==> src/rtl/adsr_voice_scheduler.sv <==
// Shares one ADSR envelope voice among NUM_REQ requesters: round-robin grant, latch the winner's envelope
// settings, hold the gate for the requested time, then wait for the envelope to go idle before the next grant.
module adsr_voice_scheduler #(
    parameter int               NUM_REQ = 4,
    parameter int               DUR_W   = 16,
    parameter int               TMO_W   = 16,
    parameter logic [TMO_W-1:0] REL_TMO = 16'hFFFF
) (
    input  logic                     clk,
    input  logic                     rst_n,
    input  logic [NUM_REQ-1:0]       req_i,
    input  logic [32*NUM_REQ-1:0]    req_cfg_i,
    input  logic [DUR_W*NUM_REQ-1:0] req_dur_i,
    input  logic                     abort_i,
    input  logic                     env_idle_i,
    output logic [NUM_REQ-1:0]       grant_o,
    output logic [NUM_REQ-1:0]       done_o,
    output logic                     tmo_o,
    output logic                     gate_o,
    output logic [7:0]               attack_o,
    output logic [7:0]               decay_o,
    output logic [7:0]               sustain_o,
    output logic [7:0]               rel_o,
    output logic                     busy_o,
    output logic [2:0]               active_id_o
);

    localparam logic [1:0] S_IDLE = 2'd0;
    localparam logic [1:0] S_GATE = 2'd1;
    localparam logic [1:0] S_REL  = 2'd2;
    localparam logic [1:0] S_DONE = 2'd3;

    logic [1:0]         state_q, state_d;
    logic [DUR_W-1:0]   cnt_q, cnt_d;
    logic [TMO_W-1:0]   tcnt_q, tcnt_d;
    logic               blank_q, blank_d;
    logic [2:0]         ptr_q, ptr_d;
    logic [2:0]         id_q, id_d;
    logic [31:0]        cfg_q, cfg_d;
    logic               gate_q, gate_d;
    logic [NUM_REQ-1:0] grant_q, grant_d;
    logic [NUM_REQ-1:0] done_q, done_d;
    logic               tmo_q, tmo_d;

    logic               win_vld;
    logic [2:0]         win_idx;
    logic [NUM_REQ-1:0] req_sh;
    logic [31:0]        win_cfg;
    logic [DUR_W-1:0]   win_dur;
    logic [NUM_REQ-1:0] one_hot_lsb;

    assign one_hot_lsb = {{(NUM_REQ-1){1'b0}}, 1'b1};

    // Walk offsets from the highest down so the lowest offset from ptr wins.
    always_comb begin
        int cand;
        cand    = 0;
        win_vld = 1'b0;
        win_idx = '0;
        req_sh  = '0;
        for (int off = NUM_REQ - 1; off >= 0; off--) begin
            cand = int'(ptr_q) + off;
            if (cand >= NUM_REQ) cand = cand - NUM_REQ;
            req_sh = req_i >> cand;
            if (req_sh[0]) begin
                win_vld = 1'b1;
                win_idx = 3'(cand);
            end
        end
    end

    assign win_cfg = 32'(req_cfg_i >> (32 * int'(win_idx)));
    assign win_dur = DUR_W'(req_dur_i >> (DUR_W * int'(win_idx)));

    always_comb begin
        state_d = state_q;
        cnt_d   = cnt_q;
        tcnt_d  = tcnt_q;
        blank_d = blank_q;
        ptr_d   = ptr_q;
        id_d    = id_q;
        cfg_d   = cfg_q;
        gate_d  = gate_q;
        grant_d = '0;
        done_d  = '0;
        tmo_d   = 1'b0;
        case (state_q)
            S_IDLE: begin
                gate_d = 1'b0;
                if (win_vld) begin
                    state_d = S_GATE;
                    gate_d  = 1'b1;
                    grant_d = one_hot_lsb << win_idx;
                    cfg_d   = win_cfg;
                    id_d    = win_idx;
                    cnt_d   = (win_dur == '0) ? '0 : win_dur - 1'b1;
                    ptr_d   = (win_idx == 3'(NUM_REQ - 1)) ? 3'd0 : win_idx + 3'd1;
                end
            end
            S_GATE: begin
                if (cnt_q == '0 || abort_i) begin
                    state_d = S_REL;
                    gate_d  = 1'b0;
                    tcnt_d  = REL_TMO;
                    blank_d = 1'b1;
                end else begin
                    cnt_d = cnt_q - 1'b1;
                end
            end
            S_REL: begin
                // The first cycle here is blanking: the datapath has not yet seen the gate fall.
                gate_d  = 1'b0;
                blank_d = 1'b0;
                if (!blank_q && env_idle_i) begin
                    state_d = S_DONE;
                    done_d  = one_hot_lsb << id_q;
                end else if (tcnt_q == '0) begin
                    state_d = S_DONE;
                    done_d  = one_hot_lsb << id_q;
                    tmo_d   = 1'b1;
                end else begin
                    tcnt_d = tcnt_q - 1'b1;
                end
            end
            S_DONE: begin
                state_d = S_IDLE;
                gate_d  = 1'b0;
            end
            default: begin
                state_d = S_IDLE;
                gate_d  = 1'b0;
            end
        endcase
    end

    always_ff @(posedge clk or negedge rst_n) begin
        if (!rst_n) begin
            state_q <= S_IDLE;
            cnt_q   <= '0;
            tcnt_q  <= '0;
            blank_q <= 1'b0;
            ptr_q   <= '0;
            id_q    <= '0;
            cfg_q   <= '0;
            gate_q  <= 1'b0;
            grant_q <= '0;
            done_q  <= '0;
            tmo_q   <= 1'b0;
        end else begin
            state_q <= state_d;
            cnt_q   <= cnt_d;
            tcnt_q  <= tcnt_d;
            blank_q <= blank_d;
            ptr_q   <= ptr_d;
            id_q    <= id_d;
            cfg_q   <= cfg_d;
            gate_q  <= gate_d;
            grant_q <= grant_d;
            done_q  <= done_d;
            tmo_q   <= tmo_d;
        end
    end

    assign grant_o     = grant_q;
    assign done_o      = done_q;
    assign tmo_o       = tmo_q;
    assign gate_o      = gate_q;
    assign attack_o    = cfg_q[31:24];
    assign decay_o     = cfg_q[23:16];
    assign sustain_o   = cfg_q[15:8];
    assign rel_o       = cfg_q[7:0];
    assign busy_o      = (state_q != S_IDLE);
    assign active_id_o = id_q;

endmodule

==> config.mk <==
export PLATFORM = sky130hd
export DESIGN_NAME = adsr_voice_scheduler
export DESIGN_NICKNAME = d
export VERILOG_FILES = /design/src/rtl/adsr_voice_scheduler.sv
export SDC_FILE = /design/constraint.sdc
export NUM_CORES = 1
export LEC_CHECK = 0
export ABC_AREA = 0
export CAP_MARGIN = 30
export CORE_MARGIN = 5
export CORE_UTILIZATION = 45
export CTS_CLUSTER_DIAMETER = 150
export DETAILED_ROUTE_END_ITERATION = 7
export HOLD_SLACK_MARGIN = 0.08
export PLACE_DENSITY = 0.82
export SKIP_LAST_GASP = 1
export SLEW_MARGIN = 20
export SYNTH_ARGS = -nofsm -noshare
export SYNTH_HDL_FRONTEND = slang
export SYNTH_SLANG_ARGS = --single-unit
==> constraint.sdc <==
create_clock -name clk -period 5.38 [get_ports clk]
set_clock_uncertainty 0.05 [all_clocks]
set_input_delay 1.076 -clock clk [delete_from_list [all_inputs] [get_ports clk]]
set_output_delay 1.076 -clock clk [all_outputs]
set_load 0.02 [all_outputs]
## Word-level counts from Yosys, hierarchy flattened

Index checks and enable logic that the tools add are counted.

| operators by class | value |
|---|---|
| eq/ne operators | 10 |
| multiplexer cells | 39 |
| shift-type cells | 8 |
| magnitude comparators | 4 |
| add/subtract/negate cells | 11 |
| reductions and logical operators | 16 |

Operators by type and width:

| operator | number |
|---|---|
| 2-to-1 mux 32 bit | 4 |
| right shift 128 x 8 -> 32 bit | 1 |
| right shift 4 x 32 -> 1 bit | 4 |
| 2-to-1 mux 16 bit | 6 |
| case mux 16 bit (2 select lines) | 2 |
| right shift 64 x 7 -> 16 bit | 1 |
| logical NOT 16 bit | 3 |
| subtractor 16 x 1 -> 16 bit (second input constant) | 3 |
| 2-to-1 mux 4 bit | 5 |
| 2-to-1 mux 3 bit | 5 |
| subtractor 4 x 3 -> 5 bit (second input constant) | 3 |
| >= comparator 4 x 3 -> 1 bit (second input constant) | 3 |
| 2-to-1 mux 1 bit | 10 |
| inequality test 2 bit (second input constant) | 5 |
| adder 3 x 2 -> 4 bit (second input constant) | 2 |
| 2-to-1 mux 2 bit | 4 |
| case mux 2 bit (4 select lines) | 1 |
| << shifter 1 x 3 -> 4 bit (first input constant) | 2 |
| AND reduction 3 bit | 2 |
| nonzero test 2 bit | 3 |
| adder 3 x 1 -> 4 bit (second input constant) | 1 |
| equality test 2 bit (second input constant) | 2 |
| AND reduction 2 bit | 2 |
| AND reduction 4 bit | 1 |
| 13 further kinds | 13 |

| word-level totals | value |
|---|---|
| register bits | 83 |
| bits of input ports | 200 |
| logic and storage cells | 99 |

## Longest topological paths before layout

| logic depth | value |
|---|---|
| depth after elaboration | 13 |
| depth in mapped cells | 22 |
| depth with buffers taken out | 15 |

## Worst setup path after synthesis

No wires, ideal clock.

| timing | value |
|---|---|
| path kind | flip-flop to flip-flop |
| start | register ptr_q[0] |
| end | register cnt_q[3] |
| setup time | 0.139 ns |
| required time | 5.191 ns |
| path buffers | 7 |
| arrival time | 4.151 ns |
| cell stages (with the launch flop) | 23 |
| setup slack | 1.040 ns |
| path through | dfrtp_1 > buf_6 > clkbuf_1 > inv_1 > ha_1 > buf_2 > mux2i_1 > a2111oi_0 > a31oi_1 > nand2_1 > inv_1 > buf_2 > clkbuf_1 > buf_1 > nand2_1 > nand3_1 > nand2_1 > ha_1 > nand3_1 > or4_4 > nand3_4 > buf_12 > o221ai_2 |

| on the way | value |
|---|---|
| cells in the longest elaborated chain, start to end | 13 |

RTL lines:

| element | RTL line | text |
|---|---|---|
| from (decl) | 37 | `logic [2:0] ptr_q, ptr_d;` |
| from (signal assigned) | 154 | `ptr_q <= ptr_d;` |
| adder 3 x 2 -> 4 bit | 62 | `cand = int'(ptr_q) + off;` |
| subtractor 4 x 3 -> 5 bit / >= comparator 4 x 3 -> 1 bit (equally long branches) | 63 | `if (cand >= NUM_REQ) cand = cand - NUM_REQ;` |
| 2-to-1 mux 32 bit | 63 |  |
| right shift 4 x 32 -> 1 bit | 64 | `req_sh = req_i >> cand;` |
| 2-to-1 mux 3 bit (4 in series) | 65 | `if (req_sh[0]) begin` |
| right shift 64 x 7 -> 16 bit | 73 | `assign win_dur = DUR_W'(req_dur_i >> (DUR_W * int'(win_idx)));` |
| subtractor 16 x 1 -> 16 bit / logical NOT 16 bit (equally long branches) | 96 | `cnt_d = (win_dur == '0) ? '0 : win_dur - 1'b1;` |
| 2-to-1 mux 16 bit | 96 |  |
| 2-to-1 mux 16 bit | 90 | `if (win_vld) begin` |
| case mux 16 bit (2 select lines) | 87 | `case (state_q)` |
| to (signal assigned) | 151 | `cnt_q <= cnt_d;` |
| to (decl) | 34 | `logic [DUR_W-1:0] cnt_q, cnt_d;` |

Parallel ways exist; a longest one is shown, timed or not. The select of a mux whose other input is x is not followed.
A chain may end at the register's enable or synchronous reset.

## Final worst setup path

| timing | value |
|---|---|
| start | input req_i[2] |
| end | register cnt_q[6] |

| on the way | value |
|---|---|
| cells in the longest elaborated chain, start to end | 10 |

RTL lines:

| element | RTL line | text |
|---|---|---|
| from (decl) | 11 | `input logic [NUM_REQ-1:0] req_i,` |
| right shift 4 x 32 -> 1 bit | 64 |  |
| 2-to-1 mux 3 bit (4 in series) | 65 |  |
| right shift 64 x 7 -> 16 bit | 73 |  |
| subtractor 16 x 1 -> 16 bit / logical NOT 16 bit (equally long branches) | 96 |  |
| 2-to-1 mux 16 bit | 96 |  |
| 2-to-1 mux 16 bit | 90 |  |
| case mux 16 bit (2 select lines) | 87 |  |

Parallel ways exist; a longest one is shown, timed or not. The select of a mux whose other input is x is not followed.

==> run_summary.xml <==
<?xml version="1.0" encoding="UTF-8"?>
<metrics>
  <group name="route">
    <metric name="1st_pass_router_iterations" unit="">7</metric>
    <metric name="avgRoutedWirePerCell" unit="µm">16.8</metric>
    <metric name="first_drt_iteration_drcs" unit="">379</metric>
    <metric name="postRouteWirelength" unit="mm">21.6</metric>
    <metric name="vias_per_cell" unit="">5.46</metric>
    <metric name="detail-route-antenna-nets" unit="">0</metric>
    <metric name="drc" unit="">0</metric>
    <metric name="dr_total_vias" unit="">7017</metric>
  </group>
  <group name="setup_path">
    <metric name="worst_r2r_path_depth" unit="">13</metric>
    <metric name="critical_path.n_buffers_inverters" unit="">1</metric>
    <metric name="cp_cell_sequence" unit="">clkdlybuf4s50_1 -&gt; and2_1 -&gt; a2111oi_0 -&gt; a31o_2 -&gt; o21ai_0 -&gt; a2111oi_4 -&gt; nand3_2 -&gt; mux2_4 -&gt; or4_4 -&gt; nand3_4 -&gt; o221ai_1</metric>
    <metric name="setup.reg_to_reg.worst_slack" unit="ns">0.81</metric>
    <metric name="start_kind" unit="">input port</metric>
    <metric name="critical_path_cell_with_the_highest_stage_delay" unit="">sky130_fd_sc_hd__a2111oi_0</metric>
    <metric name="worstPathArrival" unit="ns">4.97</metric>
    <metric name="crit_path_end_kind" unit="">flop</metric>
    <metric name="timing.critical_path.fanout_max" unit="">14</metric>
    <metric name="crit_cells" unit="">11</metric>
    <metric name="cp_top_family" unit="">compound AO/OA/AOI/OAI gates</metric>
    <metric name="critPathMaxStageDelay" unit="ns">0.76</metric>
    <metric name="setup.worst_path.class" unit="">in -&gt; reg</metric>
    <metric name="critical_path_required" unit="ns">5.53</metric>
  </group>
  <group name="cts">
    <metric name="clk_root_buffer_cell" unit="">sky130_fd_sc_hd__clkbuf_16</metric>
    <metric name="cts.repair.resized" unit="">0</metric>
    <metric name="ctsHoldBuffers" unit="">0</metric>
    <metric name="tritoncts" unit="">built</metric>
    <metric name="clk_pin_slew_worst_paths" unit="ns">0.06</metric>
    <metric name="cts.htree.levels" unit="">3</metric>
    <metric name="cts_max_path_buffers" unit="">2</metric>
    <metric name="postCtsSetupBuffers" unit="">0</metric>
    <metric name="clock_latency_on_the_worst_skew_pair" unit="ns">0.34</metric>
    <metric name="tritoncts.num_buffers" unit="">9</metric>
    <metric name="clock_sink_total" unit="">83</metric>
  </group>
  <group name="global_route">
    <metric name="via_count_of_the_first_global_routing_pass" unit="">6758</metric>
    <metric name="grt_use_total" unit="%">25.7</metric>
    <metric name="grt_start_max_net_pins" unit="">71</metric>
    <metric name="first_pass_grt_wire_length" unit="mm">34.1</metric>
    <metric name="grt_antenna_before_repair" unit="">0</metric>
    <metric name="global_route.overflow_total" unit="">0</metric>
  </group>
  <group name="layout">
    <metric name="n_antenna_cell" unit="">0</metric>
    <metric name="layout.cells.non_filler" unit="">1284</metric>
    <metric name="area_delta_synth_final" unit="%">45.9</metric>
    <metric name="layout_common_cells" unit="">sky130_fd_sc_hd__nand2_1 (286), sky130_fd_sc_hd__clkdlybuf4s50_1 (244), sky130_fd_sc_hd__nand3_1 (95)</metric>
    <metric name="most_frequent_standard_cell_in_the_layout_excluding_fill_and_tap_cells" unit="">sky130_fd_sc_hd__nand2_1</metric>
    <metric name="layout_cells_sized_above_1" unit="%">6.70</metric>
    <metric name="fillers" unit="">1244</metric>
    <metric name="final_net_count" unit="">1312</metric>
  </group>
  <group name="timing">
    <metric name="report.final.slew_viol_count" unit="">0</metric>
    <metric name="finalSetupTns" unit="ns">0</metric>
    <metric name="timing.final.setup_violations" unit="">0</metric>
    <metric name="tightest_slew" unit="ns">0.846</metric>
    <metric name="finalCriticalPeriod" unit="ns">4.82</metric>
    <metric name="portion_of_the_clock_cycle_consumed_by_the_worst_path_in_the_final_layout" unit="%">89.6</metric>
    <metric name="finalHoldViolations" unit="">0</metric>
    <metric name="max_clock_freq" unit="MHz">207</metric>
    <metric name="timing.slew.headroom" unit="%">42.2</metric>
    <metric name="rsz0062_at_grt" unit="">false</metric>
  </group>
  <group name="yosys">
    <metric name="ys_types" unit="">65</metric>
    <metric name="yosys_most_used_dff" unit="">sky130_fd_sc_hd__dfrtp_1</metric>
    <metric name="syn-num-nets" unit="">1093</metric>
    <metric name="ys_ff_latch" unit="">83</metric>
    <metric name="synth_top_cells_by_area" unit="">sky130_fd_sc_hd__dfrtp_1 (33%), sky130_fd_sc_hd__nand2_1 (17%), sky130_fd_sc_hd__nand3_1 (7.5%)</metric>
    <metric name="number_of_enable_flip_flop_cells_after_synthesis" unit="">0</metric>
    <metric name="post_syn_instances" unit="">880</metric>
    <metric name="fraction_of_synthesis_flops_using_an_asynchronous_set_or_reset_pin" unit="%">100</metric>
    <metric name="ys_warn_count" unit="">0</metric>
    <metric name="mappedNetlistArea" unit="mm²">0.00635</metric>
    <metric name="post-synth-top-area-cell" unit="">sky130_fd_sc_hd__dfrtp_1</metric>
    <metric name="share_of_the_yosys_chip_area_belonging_to_registers" unit="%">32.7</metric>
    <metric name="synthDominantCellAreaShare" unit="%">32.7</metric>
    <metric name="syn_avg_cell_area" unit="µm²">7.21</metric>
  </group>
  <group name="min_path">
    <metric name="worst_hold_path_type" unit="">reg -&gt; reg</metric>
    <metric name="holdPathStages" unit="">2</metric>
  </group>
  <group name="place">
    <metric name="dp.final_hpwl" unit="mm">16.9</metric>
    <metric name="place_inst" unit="">1268</metric>
    <metric name="gp_congestion" unit="">0.963</metric>
    <metric name="io_buffer_count" unit="">245</metric>
  </group>
  <group name="power_and_ir_drop">
    <metric name="power_after_layout" unit="µW">6010</metric>
    <metric name="combPwrFrac" unit="%">71.0</metric>
    <metric name="ir_worst_vdd" unit="mV">0.357</metric>
    <metric name="power_density" unit="mW/mm²">649</metric>
    <metric name="cellLeakagePower" unit="µW">0.00386</metric>
    <metric name="power.clock.fraction" unit="%">11.5</metric>
    <metric name="pwr-share-seq" unit="%">17.5</metric>
    <metric name="net_switching_power_figure" unit="µW">3060</metric>
    <metric name="cellInternalPower" unit="µW">2950</metric>
    <metric name="switching_share" unit="%">51.0</metric>
  </group>
  <group name="floorplan">
    <metric name="io_pins" unit="">246</metric>
    <metric name="fp.dieArea" unit="mm²">0.0166</metric>
    <metric name="core.rowCount" unit="">43</metric>
    <metric name="initial_utilization" unit="%">45.7</metric>
    <metric name="die_w" unit="µm">129</metric>
    <metric name="core_region_area" unit="mm²">0.0139</metric>
    <metric name="vertical_extent_of_the_die" unit="µm">129</metric>
  </group>
  <group name="flow_run">
    <metric name="drv_cap" unit="">0</metric>
  </group>
  <group name="outcome">
    <metric name="status" unit="">completed</metric>
  </group>
</metrics>
-- worst register-to-register path: stages (launching register included) --
cell	delay (ns)
sky130_fd_sc_hd__dfrtp_1	0.32
sky130_fd_sc_hd__buf_4	0.20
sky130_fd_sc_hd__inv_1	0.08
sky130_fd_sc_hd__ha_1	0.45
sky130_fd_sc_hd__mux2i_1	0.16
sky130_fd_sc_hd__a2111oi_0	0.75
sky130_fd_sc_hd__a31o_2	0.38
sky130_fd_sc_hd__o21ai_0	0.25
sky130_fd_sc_hd__a2111oi_4	0.45
sky130_fd_sc_hd__nand3_2	0.11
sky130_fd_sc_hd__mux2_4	0.32
sky130_fd_sc_hd__or4_4	0.52
sky130_fd_sc_hd__nand3_4	0.23
sky130_fd_sc_hd__o221ai_1	0.16
-- per-stage QoR --
step	hold WS [ns]	instance area, µm²	setup WS (ns)	utilization [%]
6_report	0.426	9260	0.560	66.7
2_1_floorplan	0.429	6350	1.04	-
4_1_cts	0.433	9260	0.638	66.7
5_1_grt	0.463	9260	0.307	66.7
3_5_place_dp	0.419	8930	0.275	64.3
3_3_place_gp	0.410	8930	0.361	64.3
-- final timing paths --
| kind | endpoint | start |
|---|---|---|
| worst max register to register | cnt_q[6]$_DFFE_PN0P_ | ptr_q[1]$_DFFE_PN0P_ |
| max in group asynchronous | cfg_q[9]$_DFFE_PN0P_ | rst_n |
| worst min-delay path | cfg_q[4]$_DFFE_PN0P_ | cfg_q[4]$_DFFE_PN0P_ |
| worst max-delay path | cnt_q[6]$_DFFE_PN0P_ | req_i[2] |
| worst min register to register | cfg_q[4]$_DFFE_PN0P_ | cfg_q[4]$_DFFE_PN0P_ |
| min in group asynchronous | cnt_q[2]$_DFFE_PN0P_ | rst_n |
-- state kept, by name (all words and copies together) (netlist names) --
name         flops
blank_q          1
cfg_q           32
state_q          2
gate_o           1
ptr_q            3
cnt_q           16
tmo_o            1
active_id_o      3
done_o           4
tcnt_q          16
grant_o          4
-- routing by layer --
layer	GRT usage (%)	vias up	wire length [µm]
li1	-	3480	-
met1	30.3	3202	8460
met2	43.8	269	10600
met3	7.10	66	1650
met4	11.0	0	902
met5	0	-	0
-- logic make-up (layout without fill, tap and decap cells) --
| family | count (synthesis) | after routing | synth area share [%] |
|---|---|---|---|
| simple gates | 503 | 503 | 35.3 |
| compound gates | 153 | 153 | 16.1 |
| flops | 83 | 83 | 32.7 |
| buf+inv | 74 | 298 | 4.81 |
| mux | 31 | 31 | 5.42 |
| xor+xnor | 23 | 23 | 3.17 |
| fa+ha+maj | 13 | 13 | 2.56 |
-- power by group through the flow --
stage	combinational (µW)	sequential (µW)	clock [µW]
after floorplan	2830	1210	0
after global placement	4180	1050	0
final	4270	1050	692
after global routing	4760	1090	726
after CTS	4260	1050	705
after detailed placement	4250	1060	0
-- synthesized netlist by cell type (7+ instances only) --
library cell	number
sky130_fd_sc_hd__nand2_1	287
sky130_fd_sc_hd__nand3_1	95
sky130_fd_sc_hd__dfrtp_1	83
sky130_fd_sc_hd__o21ai_0	65
sky130_fd_sc_hd__clkbuf_1	37
sky130_fd_sc_hd__nor2_1	37
sky130_fd_sc_hd__nor3_1	23
sky130_fd_sc_hd__inv_1	20
sky130_fd_sc_hd__a21oi_1	19
sky130_fd_sc_hd__mux2i_1	16
sky130_fd_sc_hd__ha_1	13
sky130_fd_sc_hd__mux2_2	13
sky130_fd_sc_hd__xnor2_1	13
sky130_fd_sc_hd__buf_1	11
sky130_fd_sc_hd__xor2_1	10
sky130_fd_sc_hd__nor4_1	8
sky130_fd_sc_hd__or3_1	8
sky130_fd_sc_hd__a22oi_1	7
sky130_fd_sc_hd__a31oi_1	7
sky130_fd_sc_hd__and2_1	7
sky130_fd_sc_hd__nand2b_1	7
-- final cells by class --
type	instances	area [µm²]	share of cell area, %
well taps	180	225	2.43
flip-flops and latches	83	2080	22.4
clock inverters	5	82.6	0.891
inverters	21	78.8	0.851
clock buffers	11	253	2.73
multi-input cells	723	3980	42.9
repair buffers	261	2570	27.7
Note: power is estimated with default switching activity, not from simulation.
